`src/rtl/grid_sprite_mover.sv`:
```
// Tile-grid sprite mover: prescaled stepping, buffered turns,
// instant reversal, optional edge wrap, 1-cycle tile-map wall lookups.
module grid_sprite_mover #(
  parameter int TILE_PX   = 8,
  parameter int COLS      = 28,
  parameter int ROWS      = 31,
  parameter int COL_W     = 5,
  parameter int ROW_W     = 5,
  parameter int PIX_W     = 10,
  parameter int SPEED_DIV = 5,
  parameter int START_COL = 1,
  parameter int START_ROW = 1,
  parameter int START_DIR = 2,
  parameter int WRAP_EN   = 0
) (
  input  logic             clk,
  input  logic             reset,
  input  logic             enable,
  input  logic             freeze,
  input  logic             restart,
  input  logic [3:0]       dir_req,
  output logic             wall_rd_en,
  output logic [COL_W-1:0] wall_col,
  output logic [ROW_W-1:0] wall_row,
  input  logic             wall_rd_data,
  output logic [PIX_W-1:0] pos_x,
  output logic [PIX_W-1:0] pos_y,
  output logic [COL_W-1:0] col,
  output logic [ROW_W-1:0] row,
  output logic [1:0]       dir,
  output logic             moving,
  output logic             tile_enter,
  output logic             blocked
);

  localparam int OFF_W = (TILE_PX > 1) ? $clog2(TILE_PX) : 1;
  localparam int PS_W  = $clog2(SPEED_DIV);
  localparam logic [OFF_W-1:0] OFF_MAX = OFF_W'(TILE_PX - 1);
  localparam logic [PS_W-1:0]  PS_MAX  = PS_W'(SPEED_DIV - 1);
  localparam logic [COL_W-1:0] COL_MAX = COL_W'(COLS - 1);
  localparam logic [ROW_W-1:0] ROW_MAX = ROW_W'(ROWS - 1);
  localparam logic [1:0] D_L = 2'd0;
  localparam logic [1:0] D_U = 2'd1;
  localparam logic [1:0] D_R = 2'd2;
  localparam logic [1:0] D_D = 2'd3;

  typedef enum logic [2:0] {
    WAIT, LOOK_P, CHK_P, LOOK_C, CHK_C
  } state_t;

  state_t           state, state_n;
  logic [OFF_W-1:0] off_x, off_y, off_x_n, off_y_n;
  logic [COL_W-1:0] col_n, nb_col;
  logic [ROW_W-1:0] row_n, nb_row;
  logic [1:0]       dir_n, pend, pend_n, ld, lk_dir;
  logic [1:0]       req_dir, step_dir;
  logic [PS_W-1:0]  ps, ps_n;
  logic             moving_n, blocked_n, te_n;
  logic             req_ok, run, tick, aligned;
  logic             nb_off, do_step;

  assign run     = enable & ~freeze;
  assign tick    = run && (ps == PS_MAX);
  assign aligned = (off_x == '0) && (off_y == '0);
  assign ps_n    = !run ? ps : (ps == PS_MAX) ? '0 : ps + 1'b1;

  assign pos_x = PIX_W'({col, off_x});
  assign pos_y = PIX_W'({row, off_y});

  assign wall_rd_en = ((state == LOOK_P) || (state == LOOK_C)) && !nb_off;
  assign wall_col   = nb_col;
  assign wall_row   = nb_row;

  always_comb begin
    req_ok  = 1'b1;
    req_dir = D_L;
    case (dir_req)
      4'b0001: req_dir = D_L;
      4'b0010: req_dir = D_U;
      4'b0100: req_dir = D_R;
      4'b1000: req_dir = D_D;
      default: req_ok  = 1'b0;
    endcase
    pend_n = req_ok ? req_dir : pend;
  end

  // Neighbour of the direction under lookup; off-grid only without wrap.
  always_comb begin
    lk_dir = (state == LOOK_P) ? pend : dir;
    nb_col = col;
    nb_row = row;
    nb_off = 1'b0;
    case (lk_dir)
      D_L:
        if (col == '0) begin
          nb_off = (WRAP_EN == 0);
          nb_col = COL_MAX;
        end else nb_col = col - 1'b1;
      D_R:
        if (col == COL_MAX) begin
          nb_off = (WRAP_EN == 0);
          nb_col = '0;
        end else nb_col = col + 1'b1;
      D_U:
        if (row == '0) begin
          nb_off = (WRAP_EN == 0);
          nb_row = ROW_MAX;
        end else nb_row = row - 1'b1;
      default:
        if (row == ROW_MAX) begin
          nb_off = (WRAP_EN == 0);
          nb_row = '0;
        end else nb_row = row + 1'b1;
    endcase
  end

  always_comb begin
    state_n   = state;
    dir_n     = dir;
    moving_n  = moving;
    blocked_n = blocked;
    do_step   = 1'b0;
    step_dir  = dir;
    unique case (state)
      WAIT:
        if (tick) begin
          if (aligned) state_n = LOOK_P;
          else begin
            if (pend == (dir ^ 2'd2)) begin
              dir_n    = pend;
              step_dir = pend;
            end
            do_step = 1'b1;
          end
        end
      LOOK_P: state_n = nb_off ? LOOK_C : CHK_P;
      CHK_P:
        if (!wall_rd_data) begin
          dir_n     = ld;
          moving_n  = 1'b1;
          blocked_n = 1'b0;
          step_dir  = ld;
          do_step   = run;
          state_n   = WAIT;
        end else if (ld == dir) begin
          moving_n  = 1'b0;
          blocked_n = 1'b1;
          state_n   = WAIT;
        end else state_n = LOOK_C;
      LOOK_C:
        if (nb_off) begin
          moving_n  = 1'b0;
          blocked_n = 1'b1;
          state_n   = WAIT;
        end else state_n = CHK_C;
      CHK_C: begin
        moving_n  = !wall_rd_data;
        blocked_n = wall_rd_data;
        do_step   = run && !wall_rd_data;
        state_n   = WAIT;
      end
      default: state_n = WAIT;
    endcase
  end

  // Stepping; index wrap is only reachable when the lookup allowed it.
  always_comb begin
    off_x_n = off_x;
    off_y_n = off_y;
    col_n   = col;
    row_n   = row;
    if (do_step) begin
      case (step_dir)
        D_L:
          if (off_x == '0) begin
            off_x_n = OFF_MAX;
            col_n   = (col == '0) ? COL_MAX : col - 1'b1;
          end else off_x_n = off_x - 1'b1;
        D_R:
          if (off_x == OFF_MAX) begin
            off_x_n = '0;
            col_n   = (col == COL_MAX) ? '0 : col + 1'b1;
          end else off_x_n = off_x + 1'b1;
        D_U:
          if (off_y == '0) begin
            off_y_n = OFF_MAX;
            row_n   = (row == '0) ? ROW_MAX : row - 1'b1;
          end else off_y_n = off_y - 1'b1;
        default:
          if (off_y == OFF_MAX) begin
            off_y_n = '0;
            row_n   = (row == ROW_MAX) ? '0 : row + 1'b1;
          end else off_y_n = off_y + 1'b1;
      endcase
    end
    te_n = do_step && (off_x_n == '0) && (off_y_n == '0);
  end

  always_ff @(posedge clk) begin
    if (reset || restart) begin
      state      <= WAIT;
      col        <= COL_W'(START_COL);
      row        <= ROW_W'(START_ROW);
      off_x      <= '0;
      off_y      <= '0;
      dir        <= 2'(START_DIR);
      pend       <= 2'(START_DIR);
      ld         <= 2'(START_DIR);
      moving     <= 1'b0;
      blocked    <= 1'b0;
      tile_enter <= 1'b0;
      ps         <= '0;
    end else begin
      state      <= state_n;
      col        <= col_n;
      row        <= row_n;
      off_x      <= off_x_n;
      off_y      <= off_y_n;
      dir        <= dir_n;
      pend       <= pend_n;
      if (state == LOOK_P) ld <= pend;
      moving     <= moving_n;
      blocked    <= blocked_n;
      tile_enter <= te_n;
      ps         <= ps_n;
    end
  end

endmodule

```
`config.mk`:
```
export PLATFORM = sky130hd
export DESIGN_NAME = grid_sprite_mover
export DESIGN_NICKNAME = d
export VERILOG_FILES = /design/src/rtl/grid_sprite_mover.sv
export SDC_FILE = /design/constraint.sdc
export NUM_CORES = 1
export LEC_CHECK = 0
export BUFFER_PORTS_ARGS = -buffer_cell sky130_fd_sc_hd__buf_4
export CAP_MARGIN = 40
export CORE_MARGIN = 2
export CORE_UTILIZATION = 55
export CTS_CLUSTER_DIAMETER = 30
export DETAILED_ROUTE_END_ITERATION = 10
export PLACE_DENSITY = 0.8
export SLEW_MARGIN = 20
export SYNTH_ARGS = -nofsm -noshare
export SYNTH_HDL_FRONTEND = slang
export SYNTH_SLANG_ARGS = --single-unit
```
`constraint.sdc`:
```
create_clock -name clk -period 3.1 [get_ports clk]
set_clock_uncertainty 0.05 [all_clocks]
set_input_delay 0.465 -clock clk [delete_from_list [all_inputs] [get_ports clk]]
set_output_delay 0.465 -clock clk [all_outputs]
set_load 0.02 [all_outputs]
```
==> results of run 1 <==
-- tightest hold or removal path: stages --
cell and delay, ps:
buf_4 120, o21ai_0 70, a21oi_1 60
-- state kept, by name, summed over array words and instances, names as in the netlist --
name        count
ps              3
blocked         1
off_y           3
moving          1
dir             2
off_x           3
row             5
tile_enter      1
state           3
ld              2
pend            2
col             5
-- final cells by class --
class                           count  area, µm²  area share
Clock buffer                        8        100      0.0312
Inverter                           15       56.3      0.0175
Multi-Input combinational cell    275       1930       0.601
Sequential cell                    31        622       0.194
Tap cell                           67       83.8      0.0261
Timing Repair Buffer               56        420       0.131
-- placed cells by master, fill, tap and decap left out, drive strengths merged, types with 5 or more instances in the layout --
cell type and count:
nand3 10, ha 15, dfxtp 31, xor2 7
nor4 5, or3 5, xnor2 5, a211oi 6
clkbuf 8, a21oi 29, nor3 15, inv 14
and2 5, o31ai 5, buf 56, nand2b 8
o21ai 23, mux2i 12, nand2 23, nor2 28
-- through the flow --
step,cells,hold slack (ps),util
after floorplan,353,420,-
after global placement,444,434,0.648
after detailed placement,444,442,0.648
after CTS,452,427,0.669
after global routing,452,454,0.671
final,452,433,0.671
-- worst max-delay path by stage --
stage                               start             endpoint  slack [ps]  cells after the start
detailed placement  state[2]$_SDFFE_PP0P_           wall_rd_en         430                      6
finish              state[1]$_SDFFE_PP0P_           wall_rd_en         130                      6
CTS                 state[2]$_SDFFE_PP0P_           wall_rd_en         100                      6
global placement    state[2]$_SDFFE_PP0P_           wall_rd_en         460                      6
floorplan             off_y[0]$_SDFF_PP0_  col[4]$_SDFFE_PP0P_         460                      8
global route          col[0]$_SDFFE_PP1P_           wall_rd_en          10                      8
-- cell families after synthesis --
| kind of cell | share of synthesized area |
|---|---|
| AND/OR/NAND/NOR | 0.268 |
| AO/OA/AOI/OAI | 0.255 |
| buffers and inverters | 0.0863 |
| flip-flops | 0.224 |
| multiplexers | 0.0596 |
| adder cells (fa/ha/maj) | 0.0678 |
| XOR/XNOR | 0.0379 |
| other | 0.00135 |
-- power breakdown --
part           switching (mW)  total (mW)  internal (mW)
Combinational          0.0241      0.0421         0.0180
Sequential            0.00209       0.402          0.400
Clock                   0.152       0.354          0.202
-- per-layer routing --
layer | track usage | part of all wire
met1 | 0.318 | 0.45
met2 | 0.404 | 0.47
met3 | 0.0415 | 0.058
met4 | 0.0933 | 0.015
met5 | 0 | 0
==> impl_metrics.csv, run 1 <==
group,metric,value,unit
finish,syn2layout_area_growth,16.0,%
die,rows,25,
worst_setup_path,timing.rr.end,"col[4]$_SDFFE_PP0P_",
sta,fin_ws,133,ps
min_path,hp-class,"input port to flop",
worst_setup_path,regToRegSetupSlack,390,ps
placement,pre_cts_slack,429,ps
yosys,synth.cell_area,2770,µm²
worst_setup_path,regToRegStartpoint,"off_x[0]$_SDFF_PP0_",
finish,drive_gt1_frac,0.226,
worst_setup_path,crit_family,"simple AND/OR/NAND/NOR gates",
die,design.core.area,4790,µm²
worst_setup_path,cp.required,2580,ps
global_route,grt_start_max_net_pins,24,
drt,wire_per_inst,14.6,µm
worst_setup_path,worst-path-buf-inv,1,
yosys,synth_area_leaders,"dfxtp_1 (22%), ha_1 (6.8%), a21oi_1 (4.9%)",
clock_network,ctsResizeCount,0,
yosys,avgSynthCellArea,7.91,µm²
drt,drt_wl_total,6590,µm
yosys,ys_types,72,
sta,slew_violations,0,
placement,gp_congestion,0.931,
clock_network,cts_buffers,5,
sta,period_minus_slack,2970,ps
global_route,grt_pass1_vias,2317,
sta,min_period_over_period,0.957,
min_path,min_to,"pend[0]$_SDFFE_PP0P_",
yosys,synthArstFlopShare,0,
global_route,grt_antenna_before_repair,0,
yosys,ys.flop_type,"dfxtp_1",
sta,fmax,337,MHz
worst_setup_path,crit_chain,"or3b_1, mux2_2, a211oi_1, a211o_1, nor2_1, buf_4",
die,die_w,75.0,µm
sta,finalSetupTns,0,ps
drt,vias_per_cell,5.85,
min_path,min-delay-start,"dir_req[1]",
sta,rsz0062_at_grt,"no",
power,p_leak,1.36,nW
clock_network,clk_pin_slew_worst_paths,70,ps
drt,drtAntennaViolNets,0,
power,peakVddDrop,253,µV
yosys,ys_warn_count,0,
die,start_util,0.579,
die,die_h,75.0,µm
power,power_density,248,nW/µm²
min_path,hold-path-cell-count,3,
die,io_pins,56,
worst_setup_path,worstSetupPathType,"flop to output pin",
finish,num-fill-cells,424,
clock_network,cts_setup_buffers,0,
finish,num_antenna_cells,0,
yosys,synth_common_cells,"dfxtp_1 (31), nor2_1 (28), a21oi_1 (27), nand2_1 (23)",
clock_network,clock_latency,290,ps
yosys,netlist_instances,350,
yosys,yosysMostFrequentCell,"dfxtp_1",
outcome,status,"completed",
drt,num_vias,2644,
yosys,synth-seq-cells,31,
worst_setup_path,critical-path-max-stage-delay,580,ps
sta,relSlewSlack,0.523,
die,die_area,5620,µm²
placement,io_buffers,51,
worst_setup_path,crit_fanout,16,
sta,setup_violations,0,
worst_setup_path,crit_arrival,2450,ps
clock_network,clock-sinks,31,
worst_setup_path,end_kind,"output pin",
drt,drtIter0Drc,168,
yosys,yosysSeqAreaShare,0.224,
global_route,grt_usage,0.244,
drt,first_pass_iters,4,
yosys,synth-edff-count,0,
clock_network,root_buffer,"clkbuf_8",
clock_network,cts_buffer_depth,2,
clock_network,htree_levels,2,
placement,placed_cell_area,3100,µm²
drt,drc_errors,0,
finish,finish.instance_area,3210,µm²
placement,dp_hpwl,4810,µm
sta,tightest_slew,713,ps
sta,hold_viol,0,
worst_setup_path,critPathLaunchType,"flop",
global_route,grt-ovfl-total,0,
worst_setup_path,reg2reg_depth,8,
yosys,synth_top_area_cell,"dfxtp_1",
worst_setup_path,cpMaxStageDelayCell,"or3b_1",
clock_network,ctsHoldBuffers,0,
global_route,grt_pass1_wl,10700,µm
clock_network,cts_tree,"yes",
power,p_total,798,µW
yosys,synth_top_area_share,0.224,
finish,layout.nets,409,
job,cap_viol_max_count,0,
(Power assumes the default switching activity.)
==> run 2, diff against run 1 <==
--- a/config.mk
+++ b/config.mk
@@ -11,7 +11,7 @@
 export CORE_UTILIZATION = 55
 export CTS_CLUSTER_DIAMETER = 30
 export DETAILED_ROUTE_END_ITERATION = 10
-export PLACE_DENSITY = 0.8
+export PLACE_DENSITY = 0.87
 export SLEW_MARGIN = 20
 export SYNTH_ARGS = -nofsm -noshare
 export SYNTH_HDL_FRONTEND = slang
==> impl_metrics.csv, run 2 (synthesis gave the netlist of run 1 again) <==
group,metric,value,unit
outcome,status,"completed",
finish,finalNonFillerCells,449,
placement,gp_congestion,0.917,
drt,drtIter0Drc,137,
placement,placed_cell_area,3080,µm²
die,design.core.area,4790,µm²
sta,setup_violations,0,
sta,relSlewSlack,0.569,
drt,num_vias,2685,
worst_setup_path,crit_fanout,16,
drt,wire_per_inst,14.6,µm
worst_setup_path,reg2reg_depth,8,
job,cap_viol_max_count,0,
sta,slew_violations,0,
clock_network,clk_pin_slew_worst_paths,70,ps
clock_network,cts_buffer_depth,2,
worst_setup_path,regToRegSetupSlack,390,ps
sta,rsz0062_at_grt,"no",
worst_setup_path,cp.required,2580,ps
sta,tightest_slew,645,ps
power,p_total,796,µW
worst_setup_path,worstSetupPathType,"flop to output pin",
worst_setup_path,crit_arrival,2440,ps
placement,io_buffers,51,
global_route,grt-ovfl-total,0,
die,start_util,0.579,
sta,fin_ws,141,ps
placement,dp_hpwl,4840,µm
die,rows,25,
sta,holdWs,446,ps
clock_network,clock-sinks,31,
clock_network,ctsHoldBuffers,0,
drt,drt_wl_total,6560,µm
placement,dp.cells,441,
clock_network,htree_levels,2,
finish,drive_gt1_frac,0.217,
global_route,grt_start_max_net_pins,24,
sta,period_minus_slack,2960,ps
sta,finalSetupTns,0,ps
global_route,grt_antenna_before_repair,0,
worst_setup_path,regToRegStartpoint,"off_x[0]$_SDFF_PP0_",
worst_setup_path,timing.rr.end,"row[2]$_SDFFE_PP0P_",
finish,num_antenna_cells,0,
finish,finish.instance_area,3180,µm²
clock_network,root_buffer,"clkbuf_8",
die,io_pins,56,
worst_setup_path,end_kind,"output pin",
min_path,hp-class,"input port to flop",
global_route,grt_usage,0.238,
die,die_h,75.0,µm
sta,min_period_over_period,0.954,
sta,fmax,338,MHz
worst_setup_path,setup.worst_path.start,"state[2]$_SDFFE_PP0P_",
finish,final_cell_mix,"buf_4 (53), dfxtp_1 (30), nor2_1 (28), a21oi_1 (27), nand2_1 (23)",
power,power_density,250,nW/µm²
drt,vias_per_cell,5.98,
global_route,grt_pass1_wl,10500,µm
clock_network,clock_latency,290,ps
die,die_w,75.0,µm
drt,first_pass_iters,4,
drt,drtAntennaViolNets,0,
worst_setup_path,crit_path_end,"wall_rd_en",
global_route,grt_pass1_vias,2354,
finish,syn2layout_area_growth,14.9,%
die,die_area,5620,µm²
finish,reg_top3,"col (5), row (5)",
worst_setup_path,critPathLaunchType,"flop",
finish,post-route-util,0.665,
sta,hold_viol,0,
finish,num-fill-cells,429,
finish,layout.nets,406,
placement,pre_cts_slack,360,ps
finish,mostFrequentLayoutCell,"buf_4",
clock_network,cts_buffers,5,
clock_network,cts_setup_buffers,0,
power,p_leak,1.35,nW
power,peakVddDrop,179,µV
drt,drc_errors,0,
clock_network,cts_tree,"yes",
==> run 2: layout make-up <==
type | count | area [µm²] | area share
sequential | 31 | 622 | 0.195
clock buffer | 8 | 100 | 0.0315
multi-input combinational | 275 | 1920 | 0.604
inverter | 15 | 56.3 | 0.0177
tap | 67 | 83.8 | 0.0263
timing repair buffer | 53 | 398 | 0.125
==> run 2: worst max-delay path: stages (launching register included) <==
cell and delay (ps):
dfxtp_1 610, or3b_1 350, mux2_2 490, a211oi_1 280, a211o_1 200, nor2_1 50
buf_4 170
==> run 2: worst min-delay path by stage <==
stage                        from  depth (start not counted)              endpoint  slack, ps
2_1_floorplan  ld[0]$_SDFFE_PP0P_                          2    ld[0]$_SDFFE_PP0P_        420
4_1_cts                dir_req[1]                          3  pend[0]$_SDFFE_PP0P_        440
6_report               dir_req[1]                          3  pend[0]$_SDFFE_PP0P_        450
5_1_grt                     reset                          3  pend[1]$_SDFFE_PP1P_        460
3_5_place_dp   ld[0]$_SDFFE_PP0P_                          2    ld[0]$_SDFFE_PP0P_        450
3_3_place_gp   ld[0]$_SDFFE_PP0P_                          2    ld[0]$_SDFFE_PP0P_        450
==> run 2: power by group <==
group / switching (mW) / internal, mW / total, mW / leakage, nW
combinational: 0.0240 / 0.0163 / 0.0404 / 1.05
clock: 0.152 / 0.202 / 0.354 / 0.0515
sequential: 0.00210 / 0.400 / 0.402 / 0.251
total: 0.178 / 0.618 / 0.796 / 1.35
==> run 2: what timing repair did <==
item                                    CTS  global route
gates resized for setup                   0             1
endpoints found under the hold margin     0             0
endpoints found under the setup margin    0             2
==> run 2: layer usage <==
metal,wire [µm],vias to the layer above,part of all wire,track usage
met5,0,-,0,0
met4,142,0,0.022,0.0933
met3,393,16,0.060,0.0469
met2,3120,102,0.48,0.390
met1,2910,1237,0.44,0.307
li1,-,1330,-,-
